**config.mk**
```make
export PLATFORM = sky130hd
export DESIGN_NAME = sr_latch_bank
export DESIGN_NICKNAME = d
export VERILOG_FILES = /design/src/rtl/sr_latch_bank.sv
export SDC_FILE = /design/constraint.sdc
export NUM_CORES = 1
export LEC_CHECK = 0
export CORE_ASPECT_RATIO = 1.25
export CORE_MARGIN = 2
export CORE_UTILIZATION = 25
export CTS_CLUSTER_SIZE = 10
export DETAILED_ROUTE_END_ITERATION = 6
export GPL_ROUTABILITY_DRIVEN = 0
export PLACE_DENSITY_LB_ADDON = 0.08
export SLEW_MARGIN = 0
export SYNTH_ARGS = -nofsm -noshare
export SYNTH_HDL_FRONTEND = slang
export SYNTH_SLANG_ARGS = --single-unit
export TNS_END_PERCENT = 50
```
**constraint.sdc**
```tcl
create_clock -name clk -period 2.2 [get_ports clk]
set_clock_uncertainty 0.05 [all_clocks]
set_input_delay 0.44 -clock clk [delete_from_list [all_inputs] [get_ports clk]]
set_output_delay 0.44 -clock clk [all_outputs]
set_load 0.1 [all_outputs]
```
**src/rtl/sr_latch_bank.sv**
```systemverilog
// sr_latch_bank: WIDTH-channel clocked SR flag bank with per-channel conflict flags and a saturating conflict counter.
// Latency: S/R/E to Q is 1 cycle, or 3 cycles with SR_LATCH_BANK_SYNC_EN defined (2-flop input synchronisers); Q_Inverter is combinational.
// Backpressure: none; E=0 freezes the bank, and the bank accepts every enabled edge.
module sr_latch_bank #(
  parameter int               WIDTH         = 8,
  parameter int               CONFLICT_MODE = 0,
  parameter logic [WIDTH-1:0] RESET_VALUE   = {WIDTH{1'b0}},
  parameter int               CNT_WIDTH     = 8
) (
  input  logic                 clk,
  input  logic                 rst_n,
  input  logic                 E,
  input  logic [WIDTH-1:0]     S,
  input  logic [WIDTH-1:0]     R,
  input  logic                 Clear_Conflict,
  output logic [WIDTH-1:0]     Q,
  output logic [WIDTH-1:0]     Q_Inverter,
  output logic [WIDTH-1:0]     Changed,
  output logic [WIDTH-1:0]     Conflict,
  output logic [CNT_WIDTH-1:0] Conflict_Count
);

  localparam logic [CNT_WIDTH-1:0] CNT_MAX = {CNT_WIDTH{1'b1}};

  logic             e_eff;
  logic [WIDTH-1:0] s_eff;
  logic [WIDTH-1:0] r_eff;

`ifdef SR_LATCH_BANK_SYNC_EN
  logic [1:0]       e_sync;
  logic [WIDTH-1:0] s_sync1, s_sync2;
  logic [WIDTH-1:0] r_sync1, r_sync2;

  // Clear_Conflict deliberately bypasses the synchronisers.
  always_ff @(posedge clk or negedge rst_n) begin
    if (!rst_n) begin
      e_sync  <= 2'b00;
      s_sync1 <= '0;
      s_sync2 <= '0;
      r_sync1 <= '0;
      r_sync2 <= '0;
    end else begin
      e_sync  <= {e_sync[0], E};
      s_sync1 <= S;
      s_sync2 <= s_sync1;
      r_sync1 <= R;
      r_sync2 <= r_sync1;
    end
  end

  assign e_eff = e_sync[1];
  assign s_eff = s_sync2;
  assign r_eff = r_sync2;
`else
  assign e_eff = E;
  assign s_eff = S;
  assign r_eff = R;
`endif

  logic [WIDTH-1:0] q_nxt;
  logic [WIDTH-1:0] conf_hit;
  logic             any_conf;

  always_comb begin
    q_nxt    = Q;
    conf_hit = '0;
    if (e_eff) begin
      for (int i = 0; i < WIDTH; i++) begin
        case ({s_eff[i], r_eff[i]})
          2'b10: q_nxt[i] = 1'b1;
          2'b01: q_nxt[i] = 1'b0;
          2'b11: begin
            conf_hit[i] = 1'b1;
            // Unlisted mode values fall back to hold.
            case (CONFLICT_MODE)
              1:       q_nxt[i] = 1'b1;
              2:       q_nxt[i] = 1'b0;
              3:       q_nxt[i] = ~Q[i];
              default: q_nxt[i] = Q[i];
            endcase
          end
          default: q_nxt[i] = Q[i];
        endcase
      end
    end
  end

  assign any_conf = |conf_hit;

  always_ff @(posedge clk or negedge rst_n) begin
    if (!rst_n) begin
      Q              <= RESET_VALUE;
      Changed        <= '0;
      Conflict       <= '0;
      Conflict_Count <= '0;
    end else begin
      Q       <= q_nxt;
      Changed <= q_nxt ^ Q;
      // A conflict in the same cycle as a clear survives the clear.
      Conflict <= (Clear_Conflict ? '0 : Conflict) | conf_hit;
      if (Clear_Conflict)
        Conflict_Count <= any_conf ? CNT_WIDTH'(1) : '0;
      else if (any_conf && (Conflict_Count != CNT_MAX))
        Conflict_Count <= Conflict_Count + CNT_WIDTH'(1);
    end
  end

  assign Q_Inverter = ~Q;

endmodule

```
Word level (Yosys, flattened, before mapping) --
Cells that the tools add are included.
Word-level totals: register bits 32, input port bits 20, output and inout port bits 40, word-level logic and storage cells 58
Cells by class: add/subtract/negate cells 1, equality and inequality tests 25, multiplexer cells 22, bitwise gates (word level) 3, reduce and logical (&&, ||, !) cells 3
Operator list (number):
- $mux 8 | 5
- $eq 2x2->1 const B | 16
- $eq 2x1->1 const B | 8
- $pmux 1 s2 | 8
- $mux 1 | 9
- $add 8x1->8 const B | 1
- $ne 8x8->1 const B | 1
- $not 8->8 | 1
- $or 8x8->8 | 1
- $reduce_or 8->1 | 1
- $xor 8x8->8 | 1
- $reduce_bool 2->1 | 1
- $logic_and 1x1->1 | 1

Depth between registers and ports, before layout --
depth after elaboration 7, gate-level depth with buffers 6

Worst setup path before layout --
Ideal clock, no wire load.
kind flip-flop to flip-flop, from reg Conflict_Count[0], to reg Conflict_Count[5], setup time 0.074 ns, arrival 2.125 ns, slack -0.048 ns, cell stages (with the launch flop) 6, buffers on the path 0, clock period less this slack 2.248 ns, path through dfrtp_1 ha_1 nand3_1 o21ai_0 or4_1 a21oi_2
Between the ends: longest elaborated chain between the ends 3
RTL lines:
- from (decl) | line 20 | output logic [CNT_WIDTH-1:0] Conflict_Count
- from (signal assigned) | line 102 | Conflict_Count <= any_conf ? CNT_WIDTH'(1) : '0;
- from (signal assigned) | line 104 | Conflict_Count <= Conflict_Count + CNT_WIDTH'(1);
- $add 8x1->8 / $ne 8x8->1 (equally long branches) | line 104, 103
- $mux 8 / $logic_and 1x1->1 (equally long branches) | line 103 | else if (any_conf && (Conflict_Count != CNT_MAX))
- $mux 8 / $reduce_bool 2->1 (equally long branches)
Parallel ways exist; a longest one is shown, timed or not. The select of a mux whose other input is x is not followed. A chain may end at the register's enable or synchronous reset.

Final worst setup path --
from in R[6], to reg Conflict_Count[4]
Between the ends: longest elaborated chain between the ends 6
RTL lines:
- from (decl) | line 14 | input logic [WIDTH-1:0] R,
- $eq 2x2->1 | line 69 | case ({s_eff[i], r_eff[i]})
- $mux 1 | line 69
- $mux 8 | line 67 | if (e_eff) begin
- $reduce_or 8->1 | line 88 | assign any_conf = |conf_hit;
- $logic_and 1x1->1 | line 103
- $reduce_bool 2->1 (no line)
No other way between the ends.

==> results.json <==
{
  "r2r_slack_ns": 0.33,
  "peakVddDrop_mv": 0.4109,
  "min_path_type": "in -> async",
  "wl_met3_um": 248,
  "p_clk_share_pct": 20.2,
  "dpl_worst_slack_ns": -0.2260,
  "grt_overflow": 0,
  "max-clock-path-buffers": 2,
  "synthesis.area_mm2": 0.001692,
  "power_frac_comb_pct": 45.6,
  "clk_pin_slew_ns": 0.07,
  "antenna_found_initial": 0,
  "grt_pass1_wl_um": 6410,
  "power.internal_mw": 1.071,
  "synth_flop_cell": "dfrtp_1",
  "fp-row-count": 33,
  "wl_met1_um": 1562,
  "ys_ff_latch": 32,
  "swShare_pct": 46.90,
  "drive_gt1_share_pct": 34.43,
  "cts_tree": "yes",
  "cp-end-kind": "flop",
  "numCtsBuffers": 5,
  "yosysSeqAreaShare_pct": 47.34,
  "io_buffers": 59,
  "die-area_mm2": 0.007445,
  "routed_via_density": 4.532,
  "p_leak_nw": 1.174,
  "synth_cells": 145,
  "grt_pass1_vias": 1378,
  "synth_area_leaders": "dfrtp_1 (47%), ha_1 (13%), mux2_2 (5.3%)",
  "nets": 250,
  "grt_use_total_pct": 11.08,
  "p_per_area_mw_per_mm2": 841.1,
  "firstDrtPassIters": 4,
  "coreArea_mm2": 0.006565,
  "wl_um": 3945,
  "cts.sinks": 32,
  "p_total_mw": 2.016,
  "synth-edff-count": 0,
  "finalSetupViolCount": 0,
  "yosysUniqueCellTypes": 35,
  "diodes": 0,
  "die_h_um": 95.97,
  "cap_violations": 0,
  "rsz0062_at_grt": "no",
  "synthesis.nets": 182,
  "ys_warn_count": 0,
  "insertion_delay_ns": 0.28,
  "cp.required_ns": 2.31,
  "power_frac_seq_pct": 34.2,
  "worst_slew_pin_slew_ns": 0.7129,
  "initial_utilization_pct": 25.77,
  "synth_most_common_cell": "dfrtp_1",
  "vias": 1355,
  "wl_met2_um": 2090,
  "areaGrowthSynthToFinish_pct": 41.72,
  "synth_top_area_share_pct": 47.34,
  "antenna_left": 0,
  "fmax_mhz": 472.2,
  "hold_viol": 0,
  "drv_slew": 0,
  "async_flop_share_pct": 100.0,
  "avgRoutedWirePerCell_um": 13.19,
  "crit_path_start_kind": "primary input",
  "power_switching_mw": 0.9458,
  "critical_path_class": "in -> reg",
  "die_x_um": 77.58,
  "grt_max_degree": 33,
  "highest_layer": "met4",
  "synth_top_area_cell": "dfrtp_1",
  "ios": 60,
  "drc": 0,
  "clockRootBuffer": "clkbuf_8",
  "avgSynthCellArea_um2": 11.67,
  "htree_levels": 2,
  "drt_iter0_markers": 85,
  "maxSlewHeadroom_pct": 52.48,
  "cp.arrival_ns": 2.23,
  "outcome": "complete, no violations",
  "hpwl_um": 2972,
  "fin_crit_sh_pct": 96.26,
  "synth_commonest_cells": "dfrtp_1 (32), inv_1 (20), ha_1 (17)",
  "timing.final.crit_period_ns": 2.118,
  "cp_max_fo": 17,
  "layout_setup_ws_ns": 0.08235
}
==> cell type report <==
cell class | count | area (um2)
sequential | 32 | 803.3
fill | 644 | 4168
multi-input combinational | 89 | 794.5
inverter | 20 | 75.07
tap | 87 | 108.9
clock buffer | 6 | 72.57
timing repair buffer | 65 | 543.0
==> final timing paths <==
check / cells past startpoint / from / end
setup / recovery: 7 / R[6] / Conflict_Count[4]$_DFFE_PN0P_
hold / removal: 1 / rst_n / Changed[1]$_DFF_PN0_
setup reg to reg: 5 / Conflict_Count[0]$_DFFE_PN0P_ / Conflict_Count[5]$_DFFE_PN0P_
hold reg to reg: 1 / Conflict[7]$_DFF_PN0_ / Conflict[7]$_DFF_PN0_
max in group asynchronous: 1 / rst_n / Conflict_Count[0]$_DFFE_PN0P_
min in group clk: 1 / Conflict[7]$_DFF_PN0_ / Conflict[7]$_DFF_PN0_
==> metrics by stage <==
step / area, um2 / TNS [ns] / util (%) / hold slack, ns / cells
final: 2397 / 0 / 36.52 / 0.1667 / 299
after global routing: 2397 / 0 / 36.52 / 0.2368 / 299
after CTS: 2395 / 0 / 36.48 / 0.2039 / 299
after detailed placement: 2322 / -1.461 / 35.37 / 0.4334 / 293
after global placement: 2322 / -1.268 / 35.37 / 0.4348 / 293
after floorplan: 1694 / 0 / - / 0.09441 / 145
==> timing repair <==
action | in CTS | in global routing
buffers inserted | 0 | 0
setup endpoints to repair | 0 | 2
gates resized for setup | 0 | 1
hold buffers | 0 | 0
==> kinds of logic after synthesis <==
family	synth area share [%]
DFF	47.34
buffers and inverters	5.843
AOI/OAI and AO/OA	13.54
adders and majority gates	12.57
muxes	5.326
xor gates and xnor gates	4.142
and+or+nand+nor	11.24
==> registers in the layout, summed over array words and instances, names as in the netlist <==
register	flops
Q	8
Changed	8
Conflict	8
Conflict_Count	8
==> power groups by stage <==
stage / combinational (mW) / sequential (mW) / clock [mW]
final: 0.919 / 0.690 / 0.407
after floorplan: 0.313 / 1.08 / 0
after detailed placement: 0.928 / 0.701 / 0
after CTS: 0.928 / 0.692 / 0.425
after global placement: 0.917 / 0.696 / 0
after global routing: 0.955 / 0.700 / 0.450
==> cell usage in the layout, fill, tap and decap left out, types with 2 or more instances in the layout <==
| master | n |
|---|---|
| and2_1 | 7 |
| dfrtp_2 | 2 |
| inv_1 | 20 |
| a22o_1 | 7 |
| nand4_1 | 2 |
| o41ai_1 | 4 |
| buf_4 | 45 |
| mux2_2 | 8 |
| a21oi_2 | 2 |
| o311ai_0 | 2 |
| xor2_1 | 7 |
| or4_4 | 2 |
| nor2_1 | 2 |
| clkdlybuf4s50_1 | 18 |
| ha_1 | 16 |
| dfrtp_1 | 30 |
| clkbuf_8 | 5 |
| nand2_1 | 2 |
| nor2b_1 | 7 |
| o211ai_1 | 3 |
| or3_2 | 2 |
==> metal layers <==
metal | GRT usage [%] | up-vias
met5 | 0 | -
met4 | 4.018 | 0
met3 | 4.034 | 4
met2 | 19.64 | 38
met1 | 12.24 | 671
li1 | - | 642
==> critical path: stages <==
cell and delay, ns:
clkdlybuf4s50_1 0.44, ha_1 0.24, or4_4 0.55, o21ai_4 0.16, buf_12 0.15, o311ai_0 0.14
o41ai_1 0.11
(Power assumes the default switching activity.)
